[config.mk]
export PLATFORM = sky130hd
export DESIGN_NAME = cover_toggle_sched
export DESIGN_NICKNAME = d
export VERILOG_FILES = /design/src/rtl/cover_toggle_sched.sv
export SDC_FILE = /design/constraint.sdc
export NUM_CORES = 1
export LEC_CHECK = 0
export BUFFER_PORTS_ARGS = -buffer_cell sky130_fd_sc_hd__buf_2
export CORE_ASPECT_RATIO = 0.7
export CORE_MARGIN = 5
export CORE_UTILIZATION = 30
export CTS_CLUSTER_DIAMETER = 100
export DETAILED_ROUTE_END_ITERATION = 8
export GPL_ROUTABILITY_DRIVEN = 1
export GPL_TIMING_DRIVEN = 0
export PLACE_DENSITY = 0.59
export SLEW_MARGIN = 20
export SYNTH_ARGS = -nofsm -noshare
export SYNTH_HDL_FRONTEND = slang
export SYNTH_SLANG_ARGS = --single-unit
[constraint.sdc]
create_clock -name clock -period 11.2 [get_ports clock]
set_input_delay 2.24 -clock clock [delete_from_list [all_inputs] [get_ports clock]]
set_output_delay 2.24 -clock clock [all_outputs]
set_load 0.02 [all_outputs]
[src/rtl/cover_toggle_sched.sv]
// Round-robin scheduler draining a sticky toggle-coverage pending bitmap onto one valid/ready report channel.
// Optional COVER_DEDUP_EN: report each cover bit at most once between resets.
module cover_toggle_sched #(
  parameter int unsigned     WIDTH       = 22,
  parameter longint unsigned COVER_INDEX = 0,
  parameter longint unsigned COVER_TOTAL = 38253
) (
  input  logic             clock,
  input  logic             reset,
  input  logic             enable,
  input  logic [WIDTH-1:0] valid,
  output logic             out_valid,
  input  logic             out_ready,
  output logic [63:0]      out_index,
  output logic             busy,
  output logic [15:0]      hit_count,
  output logic [15:0]      merge_count
);

  localparam int unsigned IDX_W = (WIDTH > 1) ? $clog2(WIDTH) : 1;
  localparam int unsigned CNT_W = 16;

  logic [WIDTH-1:0] pending_q, pending_d;
  logic [IDX_W-1:0] rr_q, rr_d;
  logic             out_valid_q, out_valid_d;
  logic [63:0]      out_index_q, out_index_d;
  logic [CNT_W-1:0] hit_q, hit_d;
  logic [CNT_W-1:0] merge_q, merge_d;

  logic [WIDTH-1:0] mask, cap, ge_rr, hi, search, grant_vec;
  logic [IDX_W-1:0] sel_idx;
  logic             load, do_grant, merge_hit;

`ifdef COVER_DEDUP_EN
  logic [WIDTH-1:0] seen_q, seen_d;

  assign mask   = seen_q;
  assign seen_d = seen_q | cap;

  always_ff @(posedge clock) begin
    if (reset) seen_q <= '0;
    else       seen_q <= seen_d;
  end
`else
  assign mask = '0;
`endif

  // Capture, round-robin select (upper half from rr_q first, else wrap), and next-state.
  always_comb begin
    load      = ~out_valid_q | out_ready;
    cap       = valid & {WIDTH{enable}} & ~mask;
    for (int i = 0; i < WIDTH; i++) ge_rr[i] = (i >= int'(rr_q));
    hi        = pending_q & ge_rr;
    search    = (|hi) ? hi : pending_q;
    sel_idx   = '0;
    for (int i = WIDTH - 1; i >= 0; i--) begin
      if (search[i]) sel_idx = IDX_W'(i);
    end
    do_grant  = load & (|pending_q);
    grant_vec = do_grant ? (WIDTH'(1) << sel_idx) : '0;
    pending_d = (pending_q & ~grant_vec) | cap;
    merge_hit = |(cap & pending_q & ~grant_vec);

    out_valid_d = out_valid_q;
    out_index_d = out_index_q;
    rr_d        = rr_q;
    if (load) out_valid_d = do_grant;
    if (do_grant) begin
      out_index_d = COVER_INDEX + 64'(sel_idx);
      rr_d        = (sel_idx == IDX_W'(WIDTH - 1)) ? '0 : sel_idx + IDX_W'(1);
    end

    hit_d = hit_q;
    if (out_valid_q && out_ready && (hit_q != '1)) hit_d = hit_q + CNT_W'(1);
    merge_d = merge_q;
    if (merge_hit && (merge_q != '1)) merge_d = merge_q + CNT_W'(1);
  end

  always_ff @(posedge clock) begin
    if (reset) begin
      pending_q   <= '0;
      rr_q        <= '0;
      out_valid_q <= 1'b0;
      out_index_q <= '0;
      hit_q       <= '0;
      merge_q     <= '0;
    end else begin
      pending_q   <= pending_d;
      rr_q        <= rr_d;
      out_valid_q <= out_valid_d;
      out_index_q <= out_index_d;
      hit_q       <= hit_d;
      merge_q     <= merge_d;
    end
  end

  assign out_valid   = out_valid_q;
  assign out_index   = out_index_q;
  assign busy        = (|pending_q) | out_valid_q;
  assign hit_count   = hit_q;
  assign merge_count = merge_q;

`ifndef SYNTHESIS
  // Cover indices emitted by this instance must fall inside the design's cover space.
  always_ff @(posedge clock) begin
    if (!reset) begin
      assert (COVER_INDEX + 64'(WIDTH) <= COVER_TOTAL)
        else $error("cover_toggle_sched: COVER_INDEX+WIDTH exceeds COVER_TOTAL");
    end
  end
`endif

endmodule

==> impl_results.md, run 1 <==
- Fraction of layout cells with a size suffix above 1: 0.241
- Logic pwr share: 0.473
- Post-CTS Resized: 0
- Fin crit share: 0.601
- CTS clk-pin slew, worst paths: around 0.060 ns
- Initial antenna violation count: 0
- Sequential Power Share: 0.264
- EDFF count, synth: 0
- Slew HR: 0.351
- Yosys cell types: 87
- Drc violations: 0
- Synthesized area: 4880 um^2
- Post-Route WL: ~17000 um
- Clk sinks: between 60 and 70
- Power per cell area: 180 nW/um^2
- Routability Congestion: 0.965
- Power share of the clock group: 0.263
- Inserted Diodes: 0
- Largest net degree at the start of global routing: 13
- CTS tree: built
- Final setup TNS: 0 ns
- Crit path time final: 6.73 ns
- Worst hold slack: 0.462 ns
- Total power: approximately 0.0011 W
- Max Fanout on Critical Path: 10
- Vias in the first global route: 4490
- Dominant synthesized flop cell: dfxtp_1
- WP data required: between 10 and 15 ns
- Cells after synthesis: 635
- FF+latch count, synth: 65
- Grt total ovfl: 0
- Skew-Pair Late Insertion Delay: 0.34 ns
- Via-per-instance ratio: 5.08
- RSZ-0062 raised after global routing: false
- VDD IR-drop max: 0.0875 mV
- FMAX: ~150 MHz
- Final WS setup: 4.47 ns
- P&R area growth vs syn: 22.8%
- Pre-antenna DRT Iters: 5
- Internal Pwr Total: 0.000598 W
- First-iteration detailed-routing DRC count: 509
- CTS Buf Count: 9
- Actual slew at the worst max-slew pin: 0.965 ns
- Die area: 19000 um^2
- First-pass GRT wire length: 25400 um
- Max-cap violations: 0
- Outcome: completed
- Final Net Count: 802
- Leak: 2.55 nW
- Ys async rst share: 0
- Core outline area: 16200 um^2
- Die height: between 100 and 150 um
- Place WS: 4.74 ns
- H-tree depth: 3
- Crit path capture type: register
- Wirelength per Cell: 16.5 um
- Die width: 163 um
- GRT Util Overall: 0.170
- Root Driver: clkbuf_16
- HPWL Detailed: about 13000 um
- Port buffer count: 64
- Critical Path Start Type: register
- Vias post-DR: 5073
- Hold Path Class: register to register
- Starting Density: 0.302
- WP data arrival: 6.95 ns
- Hold Buf Count CTS: 0
- Post-Syn Area per Cell: 7.69 um^2
- Detail Route Antenna Nets: 0
- Seq/Total Area, Yosys: 0.266
- Final hold vios: 0
- CP Class: register to register
- Number of setup buffers added after CTS: 0
- Final setup viols: 0
- Clock skew: just over 0.007 ns
- IO Pins: roughly 120
- Switch share: 0.446
- Psw: ~0.00048 W
- Final Max Tran Viols: 0
- # rows: 39
- # fillers: 1686
- CTS max path bufs: 2
- Synthesis Warnings: 0
## final cells by class
| type | instances | area [um^2] | share of cell area |
|---|---|---|---|
| clock buffer | 9 | 225 | 0.0375 |
| tap | 225 | 282 | 0.0469 |
| timing repair buffer | 64 | 320 | 0.0534 |
| sequential | 65 | 1300 | 0.217 |
| inverter | 15 | 56.3 | 0.00938 |
| clock inverter | 7 | 71.3 | 0.0119 |
| buffer | 88 | 606 | 0.101 |
| multi-input combinational | 525 | 3140 | 0.523 |
## power groups by stage
stage	logic, W	clock network, W	registers (W)
after floorplan	0.000353	0	0.000291
after global placement	0.000496	0	0.000289
after detailed placement	0.000489	0	0.000289
after CTS	0.000492	0.000289	0.000284
after global routing	0.000552	0.000301	0.000288
final	0.000511	0.000284	0.000285
## logic make-up (layout without fill, tap and decap cells)
| group | Yosys count | count (layout) | synth area share |
|---|---|---|---|
| fa+ha+maj | 8 | 8 | 0.0205 |
| compound gates | 190 | 190 | 0.277 |
| other cells | 1 | 59 | 0.000768 |
| flops | 65 | 65 | 0.266 |
| simple gates | 249 | 249 | 0.263 |
| xor+xnor | 16 | 16 | 0.0287 |
| mux | 3 | 3 | 0.00820 |
| buf+inv | 103 | 183 | 0.136 |
## critical path, stage by stage, from the launching register on
cell	delay, ns
dfxtp_1	0.31
buf_2	0.25
o21ai_1	0.19
a32oi_2	0.32
nand4_1	0.23
or4b_4	0.63
nor2_4	0.26
clkbuf_1	0.42
o22a_1	0.23
a41oi_1	0.05
o21ai_0	0.34
a41oi_1	0.20
o211ai_1	0.28
nand2_1	0.18
inv_1	0.14
ha_1	0.34
nand2_1	0.17
or4_1	0.57
a22o_1	0.28
a221oi_2	0.27
nand4_4	0.22
o211ai_4	0.34
nor2_2	0.06
mux2_4	0.29
## path summary, 6_finish.rpt
check / slack, ns / from / endpoint / depth (start not counted)
min reg2reg: 0.46 / out_index[4]$_SDFFE_PP0P_ / out_index[4]$_SDFFE_PP0P_ / 2
max: 4.47 / rr_q[2]$_SDFFE_PP0P_ / merge_count[7]$_SDFFE_PP0P_ / 23
min: 0.46 / out_index[4]$_SDFFE_PP0P_ / out_index[4]$_SDFFE_PP0P_ / 2
max reg2reg: 4.47 / rr_q[2]$_SDFFE_PP0P_ / merge_count[7]$_SDFFE_PP0P_ / 23
## layer usage
layer / vias up / wire, um / global-route usage
met2: 269 / 6340 / 0.223
met4: 0 / 125 / 0.0304
met1: 2318 / 8080 / 0.261
li1: 2473 / - / -
met5: - / 0 / 0
met3: 13 / 1960 / 0.0642
## registers in the layout, summed over array words and instances (netlist names)
| signal | cells |
|---|---|
| hit_count | 16 |
| merge_count | 16 |
| out_index | 5 |
| out_valid | 1 |
| pending_q | 22 |
| rr_q | 5 |
## per-stage QoR
stage | util | std cells | cell area (um^2)
CTS | 0.372 | 998 | 6000
global route | 0.372 | 998 | 6000
global placement | 0.353 | 982 | 5700
detailed placement | 0.353 | 982 | 5700
floorplan | - | 693 | 5100
finish | 0.372 | 998 | 6000
## cells in the mapped netlist, drive strengths merged (3+ instances only)
| cell | count | area [um^2] |
|---|---|---|
| o211ai | 12 | 114 |
| inv | 15 | 56.3 |
| o31ai | 9 | 81.3 |
| and3 | 10 | 62.6 |
| or3 | 12 | 76.3 |
| nor3b | 4 | 35.0 |
| a211oi | 5 | 42.5 |
| dfxtp | 65 | 1300 |
| nand4b | 3 | 26.3 |
| or2 | 4 | 25.0 |
| or4 | 5 | 37.5 |
| a22oi | 7 | 52.6 |
| nor4 | 3 | 18.8 |
| nor3 | 6 | 35.0 |
| a221oi | 4 | 58.8 |
| a22o | 7 | 70.1 |
| nor2b | 4 | 25.0 |
| nand2 | 76 | 303 |
| a32oi | 5 | 51.3 |
| a31oi | 4 | 25.0 |
| o21ai | 46 | 249 |
| clkbuf | 19 | 71.3 |
| a41oi | 3 | 26.3 |
| a21oi | 54 | 270 |
| nand2b | 8 | 50.1 |
| o2111ai | 5 | 50.0 |
| nor2 | 60 | 240 |
| xor2 | 14 | 123 |
| nand4 | 10 | 77.6 |
| and2 | 3 | 18.8 |
| o21a | 6 | 45.0 |
| buf | 69 | 534 |
| nand3 | 33 | 165 |
| ha | 8 | 100 |
## placed cells by master, fill, tap and decap left out, types with 10 or more instances in the layout
master,netlist,routed
and3_1,10,10
a21oi_1,54,54
buf_2,1,65
or3_1,11,11
dfxtp_1,65,65
conb_1,1,59
nor2_1,56,56
nand3_1,33,33
o21ai_0,35,35
buf_4,61,61
inv_1,13,13
clkbuf_1,19,19
xor2_1,14,14
nand2_1,73,73
(Power assumes the default switching activity.)
==> run 2, diff against run 1 <==
--- a/config.mk
+++ b/config.mk
@@ -13,7 +13,7 @@
 export DETAILED_ROUTE_END_ITERATION = 8
 export GPL_ROUTABILITY_DRIVEN = 1
 export GPL_TIMING_DRIVEN = 0
-export PLACE_DENSITY = 0.59
+export PLACE_DENSITY = 0.61
 export SLEW_MARGIN = 20
 export SYNTH_ARGS = -nofsm -noshare
 export SYNTH_HDL_FRONTEND = slang
==> constraint.sdc (replaced) <==
create_clock -name clock -period 5.45 [get_ports clock]
set_input_delay 1.09 -clock clock [delete_from_list [all_inputs] [get_ports clock]]
set_output_delay 1.09 -clock clock [all_outputs]
set_load 0.02 [all_outputs]
==> run 2 against run 1 <==
  * Routed wire length grew 6.8%
  * Sequential power increased by 110%
  * Core utilization up 4.1 points
  * Critical path depth increased by 2
  * Sequential share of layout area fell by 1.9 points
  * First-iteration DRC count up 22%
  * Register-to-register slack worse by 4.4 ns
  * Combinational power grew to 2.7 times the previous value
  * Critical endpoint unchanged
  * Largest cell class unchanged
==> impl_results.md, run 2 (synthesis gave the netlist of run 1 again) <==
- Grt total ovfl: 0 (unchanged)
- Starting Density: 0.302 (unchanged)
- Drc violations: 0 (unchanged)
- Clk sinks: 65 (unchanged)
- Worst R2R Setup Slack: 0.04 ns (-4.44 ns)
- Vias post-DR: 5290 (+4.3%)
- Hold path depth: 2 (unchanged)
- CP Class: register to register
- Max reg flops: 22 (unchanged)
- Leading cell type in the layout, fill and taps excluded: buf_4
- VDD IR-drop max: 0.185 mV (+110%)
- Via-per-instance ratio: 5.08 (about the same)
- R2r endpoint: merge_count[7]$_SDFFE_PP0P_
- First-iteration detailed-routing DRC count: 620 (+22%)
- Fin crit share: 0.993 (+0.393)
- Total power: 0.00255 W (+140%)
- Worst setup path endpoint: merge_count[7]$_SDFFE_PP0P_
- Reg2reg start: rr_q[1]$_SDFFE_PP0P_
- Skew-Pair Late Insertion Delay: 0.33 ns (about the same)
- Switch share: 0.432 (-0.0135)
- HPWL Detailed: 13100 um (-0.24%)
- Final WS setup: 0.0374 ns (-4.44 ns)
- Max Fanout on Critical Path: 7 (-3)
- Power share of the clock group: 0.222 (-0.041)
- IO Pins: 124 (unchanged)
- Wirelength per Cell: 16.9 um (+2.4%)
- CTS clk-pin slew, worst paths: 0.06 ns (about the same)
- Final Net Count: 846 (+5.5%)
- Die height: 117 um (unchanged)
- Reg with most FFs: pending_q
- Place WS: -1.03 ns (-5.78 ns)
- Critical path launch point: rr_q[1]$_SDFFE_PP0P_
- # fillers: 1647 (-2.3%)
- Clock skew: 0.00605 ns (-0.00106 ns)
- R2r worst-path depth: 25 (+8.7%)
- Critical Path Start Type: register
- Finished Cell Area: 6660 um^2 (+11%)
- GRT Util Overall: 0.172 (+0.00176)
- CTS Buf Count: 9 (unchanged)
- Pre-antenna DRT Iters: 7 (+2)
- Area after DPL: 5700 um^2 (unchanged)
- Detail Route Antenna Nets: 0 (unchanged)
- FMAX: 185 MHz (+24%)
- Crit path capture type: register
- Hold Buf Count CTS: 0 (unchanged)
- Final setup TNS: 0 ns (unchanged)
- Crit path time final: 5.41 ns (-1.31 ns)
- Final setup viols: 0 (unchanged)
- Initial antenna violation count: 0 (unchanged)
- Leak: 2.82 nW (+11%)
- RSZ-0062 raised after global routing: true
- H-tree depth: 3 (unchanged)
- Vias in the first global route: 4506 (+0.36%)
- Root Driver: clkbuf_16
- WP data required: 5.67 ns (-5.75 ns)
- Most frequent cells in the layout: buf_4 (97), nand2_1 (70), buf_2 (64)
- Routability Congestion: 0.972 (+0.75%)
- P&R area growth vs syn: 36.2%
- CTS tree: built
- Sequential Power Share: 0.236 (-0.028)
- Max-cap violations: 0 (unchanged)
- Die area: 19000 um^2 (unchanged)
- Slew HR: 0.410 (+0.0598)
- Post-Route WL: 17600 um (+6.8%)
- Psw: 0.00110 W (+130%)
- Die width: 163 um (unchanged)
- Outcome: completed
- Final hold vios: 0 (unchanged)
- Final Max Tran Viols: 0 (unchanged)
- WP data arrival: 5.63 ns (-1.32 ns)
- Actual slew at the worst max-slew pin: 0.876 ns (-0.0889 ns)
- Fraction of layout cells with a size suffix above 1: 0.327 (+0.0866)
- Power per cell area: 384 nW/um^2 (+110%)
- Logic pwr share: 0.542 (+0.069)
- Inserted Diodes: 0 (unchanged)
- First-pass GRT wire length: 25700 um (+1.2%)
- Largest net degree at the start of global routing: 11 (-2)
- Hold Path Class: register to register
- Internal Pwr Total: 0.00145 W (+140%)
- CTS max path bufs: 2 (unchanged)
- Port buffer count: 64 (unchanged)
- # rows: 39 (unchanged)
- Core outline area: 16200 um^2 (unchanged)
[run 2: area by class of cell]
class                   count  area [um^2]  area share
plain buffers              88          652      0.0980
flip-flops and latches     65         1320       0.198
well taps                 225          282      0.0423
multi-input cells         525         3360       0.505
repair buffers            108          708       0.106
clock buffers              12          236      0.0355
inverters                  15         58.8     0.00884
clock inverters             3         42.5     0.00639
[run 2: metrics by stage]
step            util  instances  hold slack, ns
3_5_place_dp   0.353        982           0.448
4_1_cts        0.380       1008           0.458
6_report       0.412       1041           0.457
5_1_grt        0.412       1041           0.473
2_1_floorplan      -        693           0.490
3_3_place_gp   0.353        982           0.447
[run 2: repair_timing]
item | in CTS | in global routing
gates resized for setup | 23 | 61
buffers inserted | 11 | 31
setup endpoints to repair | 16 | 16
endpoints found under the hold margin | 0 | 0
cloned | 0 | 2
pin swaps | 13 | 29
[run 2: power by group through the flow]
| stage | logic [W] | clock network (W) | registers (W) |
|---|---|---|---|
| 2_1_floorplan | 0.000725 | 0 | 0.000598 |
| 3_3_place_gp | 0.00102 | 0 | 0.000595 |
| 3_5_place_dp | 0.00101 | 0 | 0.000594 |
| 4_1_cts | 0.00108 | 0.000575 | 0.000588 |
| 5_1_grt | 0.00146 | 0.000597 | 0.000607 |
| 6_report | 0.00138 | 0.000568 | 0.000602 |
[run 2: worst min path at each step]
stage	startpoint	endpoint	slack, ns
final	out_index[0]$_SDFFE_PP0P_	out_index[0]$_SDFFE_PP0P_	0.46
after global routing	out_index[0]$_SDFFE_PP0P_	out_index[0]$_SDFFE_PP0P_	0.47
after CTS	out_index[0]$_SDFFE_PP0P_	out_index[0]$_SDFFE_PP0P_	0.46
after detailed placement	out_index[0]$_SDFFE_PP0P_	out_index[0]$_SDFFE_PP0P_	0.45
after global placement	out_index[3]$_SDFFE_PP0P_	out_index[3]$_SDFFE_PP0P_	0.45
after floorplan	pending_q[15]$_SDFF_PP0_	pending_q[15]$_SDFF_PP0_	0.49
[run 2: routing by layer]
metal / track usage / vias up / part of all wire
met5: 0 / - / 0
met4: 0.0394 / 0 / 0.016
met3: 0.0536 / 22 / 0.12
met2: 0.224 / 311 / 0.39
met1: 0.268 / 2403 / 0.47
li1: - / 2554 / -
[run 2: worst max-delay path, stage by stage, from the launching register on]
cell and delay [ns]:
dfxtp_4 0.43, buf_8 0.16, nand2_8 0.07, a32oi_1 0.17, nand4_1 0.15, or4b_4 0.58
buf_4 0.18, o2111ai_1 0.18, o221ai_1 0.15, a22o_1 0.23, a41oi_2 0.20, o21ai_2 0.11
a41oi_2 0.17, o211ai_1 0.15, nand2_2 0.15, buf_4 0.14, ha_4 0.19, nand4b_1 0.13
nand2_1 0.09, a311oi_2 0.26, nand3_1 0.13, a211oi_2 0.35, nand4_4 0.21, o211ai_4 0.32
nor2_2 0.08, mux2_4 0.30
